File: config.mk
export PLATFORM = sky130hd
export DESIGN_NAME = engine_request_arbiter_n_to_1
export DESIGN_NICKNAME = d
export VERILOG_FILES = /design/src/rtl/engine_request_arbiter_n_to_1.sv
export SDC_FILE = /design/constraint.sdc
export NUM_CORES = 1
export LEC_CHECK = 0
export CORE_MARGIN = 10
export CORE_UTILIZATION = 35
export CTS_CLUSTER_SIZE = 14
export DETAILED_ROUTE_END_ITERATION = 10
export HOLD_SLACK_MARGIN = 0.06
export PLACE_DENSITY_LB_ADDON = 0.05
export SLEW_MARGIN = 30
export SYNTH_ARGS = -nofsm -noshare
export SYNTH_HDL_FRONTEND = slang
export SYNTH_SLANG_ARGS = --single-unit
File: constraint.sdc
create_clock -name ap_clk -period 5.8 [get_ports ap_clk]
set_input_delay 1.16 -clock ap_clk [delete_from_list [all_inputs] [get_ports ap_clk]]
set_output_delay 1.16 -clock ap_clk [all_outputs]
set_load 0.005 [all_outputs]
File: src/rtl/engine_request_arbiter_n_to_1.sv
// Round-robin N-to-1 arbiter that pops engine request FIFOs and funnels the
// granted packets into a first-word-fall-through output buffer.
package engine_request_arbiter_pkg;
   localparam int unsigned PAYLOAD_W = 32;

   typedef struct packed {
      logic                 valid;
      logic [PAYLOAD_W-1:0] payload;
   } memory_request_packet_t;
endpackage

module engine_request_arbiter_n_to_1
   import engine_request_arbiter_pkg::*;
#(
   parameter int unsigned NUM_REQUESTORS     = 4,
   parameter int unsigned FIFO_DEPTH         = 16,
   parameter int unsigned ALMOST_FULL_THRESH = 12
) (
   input  logic                                        ap_clk,
   input  logic                                        areset_n,
   input  memory_request_packet_t [NUM_REQUESTORS-1:0] req_in,
   output logic [NUM_REQUESTORS-1:0]                   grant_out,
   output memory_request_packet_t                      req_out,
   input  logic                                        req_out_ready,
   output logic                                        fifo_almost_full,
   output logic                                        fifo_empty,
   output logic                                        arbiter_busy
);

   localparam int unsigned PTR_W  = $clog2(NUM_REQUESTORS);
   localparam int unsigned ADDR_W = $clog2(FIFO_DEPTH);
   localparam int unsigned CNT_W  = ADDR_W + 1;
   localparam logic [CNT_W-1:0] AF_THRESH = CNT_W'(ALMOST_FULL_THRESH);
   localparam logic [CNT_W-1:0] DEPTH_CNT = CNT_W'(FIFO_DEPTH);

   typedef enum logic [1:0] {
      ST_RESET,
      ST_IDLE,
      ST_BUSY,
      ST_PAUSE
   } state_t;

   logic [1:0]                rst_sync_q;
   logic                      rst_n;
   state_t                    state_q;
   logic                      busy_q;
   logic [NUM_REQUESTORS-1:0] grant_q, grant_d;
   logic [PTR_W-1:0]          rr_ptr_q, rr_ptr_d;
   logic [NUM_REQUESTORS-1:0] eligible;
   logic                      any_valid;
   logic                      can_grant;
   logic                      push, pop;
   logic [PAYLOAD_W-1:0]      push_payload;
   logic [CNT_W-1:0]          count_q, count_d, occupancy;
   logic [ADDR_W-1:0]         wr_ptr_q, rd_ptr_q;
   logic [PAYLOAD_W-1:0]      mem_q [FIFO_DEPTH];

   // Assert asynchronously, release on a clock edge so no flop sees a
   // recovery violation.
   always_ff @(posedge ap_clk or negedge areset_n) begin
      if (!areset_n) rst_sync_q <= '0;
      else           rst_sync_q <= {rst_sync_q[0], 1'b1};
   end
   assign rst_n = rst_sync_q[1];

   // A grant in flight has already been promised a buffer slot.
   assign push      = |grant_q;
   assign pop       = (count_q != '0) && req_out_ready;
   assign occupancy = count_q + CNT_W'(push);
   assign can_grant = (state_q == ST_BUSY) && (occupancy < AF_THRESH) &&
                      (occupancy < DEPTH_CNT);

   // NOTE: every always_comb output gets a default first so no path infers a latch.
   always_comb begin
      any_valid    = 1'b0;
      eligible     = '0;
      push_payload = '0;
      for (int unsigned i = 0; i < NUM_REQUESTORS; i++) begin
         any_valid    = any_valid | req_in[i].valid;
         eligible[i]  = req_in[i].valid & ~grant_q[i];
         push_payload = push_payload | (req_in[i].payload & {PAYLOAD_W{grant_q[i]}});
      end
   end

   // The requestor popped this cycle still shows its old head, hence the mask.
   always_comb begin
      logic [PTR_W-1:0] cand;
      int unsigned      sum;
      logic             found;
      grant_d  = '0;
      rr_ptr_d = rr_ptr_q;
      cand     = '0;
      sum      = 0;
      found    = 1'b0;
      for (int unsigned k = 0; k < NUM_REQUESTORS; k++) begin
         sum = 32'(rr_ptr_q) + k;
         if (sum >= NUM_REQUESTORS) sum = sum - NUM_REQUESTORS;
         cand = PTR_W'(sum);
         if (can_grant && !found && eligible[cand]) begin
            found          = 1'b1;
            grant_d[cand]  = 1'b1;
            rr_ptr_d       = (32'(cand) == NUM_REQUESTORS - 1) ? '0 : cand + 1'b1;
         end
      end
   end

   // NOTE: state registers use non-blocking assignments so every flop updates from pre-edge values.
   always_ff @(posedge ap_clk or negedge rst_n) begin
      if (!rst_n) begin
         state_q  <= ST_RESET;
         busy_q   <= 1'b0;
         grant_q  <= '0;
         rr_ptr_q <= '0;
      end else begin
         grant_q  <= grant_d;
         rr_ptr_q <= rr_ptr_d;
         case (state_q)
            ST_RESET: begin
               state_q <= ST_IDLE;
               busy_q  <= 1'b0;
            end
            ST_IDLE: begin
               if (any_valid) begin
                  state_q <= ST_BUSY;
                  busy_q  <= 1'b1;
               end
            end
            ST_BUSY: begin
               if (occupancy >= AF_THRESH) begin
                  state_q <= ST_PAUSE;
               end else if (!any_valid && !push) begin
                  state_q <= ST_IDLE;
                  busy_q  <= 1'b0;
               end
            end
            ST_PAUSE: begin
               if (occupancy < AF_THRESH) state_q <= ST_BUSY;
            end
            default: begin
               state_q <= ST_RESET;
               busy_q  <= 1'b0;
            end
         endcase
      end
   end

   assign count_d = count_q + CNT_W'(push) - CNT_W'(pop);

   always_ff @(posedge ap_clk or negedge rst_n) begin
      if (!rst_n) begin
         count_q  <= '0;
         wr_ptr_q <= '0;
         rd_ptr_q <= '0;
      end else begin
         count_q <= count_d;
         if (push) wr_ptr_q <= wr_ptr_q + 1'b1;
         if (pop)  rd_ptr_q <= rd_ptr_q + 1'b1;
      end
   end

   // NOTE: buffer storage is not reset; count_q alone decides which entries are live.
   always_ff @(posedge ap_clk) begin
      if (push) mem_q[wr_ptr_q] <= push_payload;
   end

   assign grant_out        = grant_q;
   assign req_out.valid    = (count_q != '0);
   assign req_out.payload  = mem_q[rd_ptr_q];
   assign fifo_empty       = (count_q == '0);
   assign fifo_almost_full = (occupancy >= AF_THRESH);
   assign arbiter_busy     = busy_q;

endmodule
==> impl_metrics.ini <==
[clocking]
clkLatencyLatePin_ns = 0.62
root_buffer = clkbuf_16
post_cts_buffers = 0
cts-hold-fix-buffers = 0
numCtsBuffers = 58
cts.sinks = 536
cts_resized = 0
ctsLongestPathBuffers = 3
cts_tree = done
htreeDepth = 2
clkSlewWorstSetupHoldPaths_ns = 0.06

[floorplanning]
core_area_um2 = 61480
dieWidth_um = 268.7
dieArea_um2 = 72200
ios = 175
row_count = 91
die_h_um = 268.7
start_util = 0.3521

[detailed_routing]
wirelength_um = 57610
first_pass_iters = 5
ant_nets = 0
drc = 0
drt-wirelength-per-cell_um = 27.90
vias_per_cell = 5.333
drt_first_iter_violations = 770
vias = 11010

[synth]
yosys.area_share.adder = 0.007514
yosysSeqAreaShare = 0.7380
syn_nets = 1177
avgSynthCellArea_um2 = 21.04
ys_ff_latch = 536
yosys_warnings = 0
synth_area_um2 = 21650
synth_top_family_by_area = multiplexers
postSynthCellCount = 1029
ys_async_sr_fraction = 0.04478
yosys.area_share.simple = 0.02630
synth_enable_flop_cells = 512
synth_cell_types = 53
synthXorXnorAreaFrac = 0.004451
synth_mux_area_frac = 0.1734
ys.flop_type = edfxtp_1
synth-compound-area-share = 0.03387

[power_and_ir_drop]
ir_drop_uv = 286.7
p_per_area_nw_per_um2 = 577.5
switchingPower_w = 0.005004
cellLeakagePower_nw = 8.484
finalPower_w = 0.01515
clkPwrFrac = 0.226
combPwrFrac = 0.361
sw_frac_of_total = 0.3303
sequentialPowerShare = 0.412
p_int_w = 0.01014

[critical_path]
crit_slowest_cell = or4_1
path_cells = or4_1 -> ha_1 -> ha_1 -> or3_1 -> o311a_1 -> and2_4 -> clkdlybuf4s50_1
cp-start-kind = flip-flop
worst_ep_arrival_time_ns = 3.53
cpMostUsedCell = ha_1
critPathBufInv = 1
critPathMaxStageDelay_ns = 0.73
crit_family = simple AND/OR/NAND/NOR gates
path_max_fanout = 11
path_class = reg -> out
cp-end-kind = output pin
critical_path_required_ns = 4.64

[sta]
slew_violations = 0
fin_crit_sh = 0.8086
setup_violations = 0
whs_ns = 0.2410
fin_crit_ns = 4.690
worst_slew_pin_slew_ns = 0.9438
rsz0062_at_grt = no
finalClockSkew_ns = 0.01421
slew_headroom = 0.3708
fmax_mhz = 213.2
hold_viol_final = 0
finalSetupTns_ns = 0

[finish]
final_util = 0.4266
multi_input_area_um2 = 5429
fillers = 5414
final_cell_mix = 512 x edfxtp_1, 174 x clkdlybuf4s50_1, 163 x mux4_2, 68 x a22oi_1, 59 x clkbuf_16
final_common_cell = edfxtp_1
layout.area.seq_um2 = 15990
antennaDiodeCount = 0
final_nets = 1380
area_growth_syn_to_layout_pct = 21.15
drive_gt1_frac = 0.2353

[place]
gp_routability_congestion = 0.7605
hpwl_um = 31440
portBuffers = 174

[hold_path]
hold_path_class = reg -> async

[grt]
antenna_found_initial = 0
grt_usage = 0.1594
grt_pass1_vias = 11880
grt_overflow = 0
grt_max_degree = 58
grt_pass1_wl_um = 83210

[outcome]
outcome = complete, no violations

[job]
maxCapViolations = 0
per-stage QoR:
| step | std cells | setup WS [ns] | cell area (µm²) |
|---|---|---|---|
| after floorplan | 1029 | 2.030 | 21650 |
| after global placement | 1961 | 1.728 | 24470 |
| after detailed placement | 1962 | 1.733 | 24500 |
| after CTS | 2065 | 1.065 | 26230 |
| after global routing | 2065 | 0.9437 | 26230 |
| final | 2065 | 1.110 | 26230 |
cell type report:
type | count | share of cell area
clock inverters | 29 | 0.007538
flip-flops and latches | 536 | 0.6098
multi-input cells | 416 | 0.2070
inverters | 14 | 0.002004
clock buffers | 74 | 0.05844
repair buffers | 206 | 0.07748
well taps | 790 | 0.03769
worst reg2reg max path: stages (launching register included):
cell and delay, ns:
dfrtp_2 0.39, or4_1 0.73, ha_1 0.35, ha_1 0.29
or3_1 0.40, o311a_1 0.14, and2_4 0.17, or3_4 0.40
a21oi_2 0.13, nor2_1 0.05
layer usage:
metal  up-vias  GRT usage  part of all wire
met5         -          0                 0
met4         0    0.03492             0.017
met3        67    0.02836             0.053
met2       249     0.2651              0.49
met1      5965     0.2163              0.44
li1       4731          -                 -
power by group through the flow:
stage | clock, W | combinational [W] | sequential (W)
final | 0.00343 | 0.00547 | 0.00625
after global routing | 0.00368 | 0.00596 | 0.00632
after CTS | 0.00352 | 0.00564 | 0.00626
after detailed placement | 0 | 0.00563 | 0.00634
after global placement | 0 | 0.00551 | 0.00638
after floorplan | 0 | 0.00353 | 0.00601
synthesized netlist by cell type (2+ instances only):
cell | number | area [µm²]
mux2i_1 | 6 | 60.06
nor4_1 | 2 | 12.51
a31oi_1 | 6 | 37.54
clkbuf_1 | 25 | 93.84
xnor2_1 | 10 | 87.58
a22oi_1 | 68 | 510.5
o21ai_1 | 4 | 20.02
nand4_1 | 3 | 18.77
buf_1 | 14 | 52.55
mux4_2 | 163 | 3671
nor3_1 | 8 | 40.04
nand2_1 | 45 | 168.9
edfxtp_1 | 512 | 15370
mux2_2 | 2 | 22.52
buf_6 | 5 | 56.30
o21ai_0 | 4 | 20.02
nor2_1 | 26 | 97.59
dfrtp_1 | 24 | 600.6
and3_1 | 4 | 25.02
nor2b_1 | 7 | 43.79
a21oi_1 | 7 | 35.03
nand3_1 | 4 | 20.02
nand2b_1 | 8 | 50.05
buf_2 | 18 | 90.09
inv_1 | 14 | 52.55
ha_1 | 13 | 162.7
cell families after synthesis:
kind of cell | after synthesis
buf+inv | 77
flops | 536
fa+ha+maj | 13
simple gates | 118
mux | 171
compound gates | 102
xor+xnor | 11
other cells | 1
state kept, by name (all words and copies together), names as in the netlist:
| name | flops |
|---|---|
| rd_ptr_q | 4 |
| arbiter_busy | 1 |
| count_q | 5 |
| mem_q | 512 |
| state_q | 2 |
| rst_sync_q | 2 |
| grant_out | 4 |
| wr_ptr_q | 4 |
| rr_ptr_q | 2 |
final timing paths:
path	cells past startpoint	from	to	slack, ns
max in group asynchronous	1	areset_n	rst_sync_q[1]$_DFF_PN0_	4.96
min reg2reg	0	rst_sync_q[1]$_DFF_PN0_	count_q[4]$_DFF_PN0_	0.24
min in group ap_clk	0	rst_sync_q[0]$_DFF_PN0_	rst_sync_q[1]$_DFF_PN0_	0.35
max	7	grant_out[0]$_DFF_PN0_	fifo_almost_full	1.11
min	0	rst_sync_q[1]$_DFF_PN0_	count_q[4]$_DFF_PN0_	0.24
max reg2reg	9	grant_out[0]$_DFF_PN0_	arbiter_busy$_DFFE_PN0P_	2.64
No activity file was read; power rests on OpenSTA's default activity.
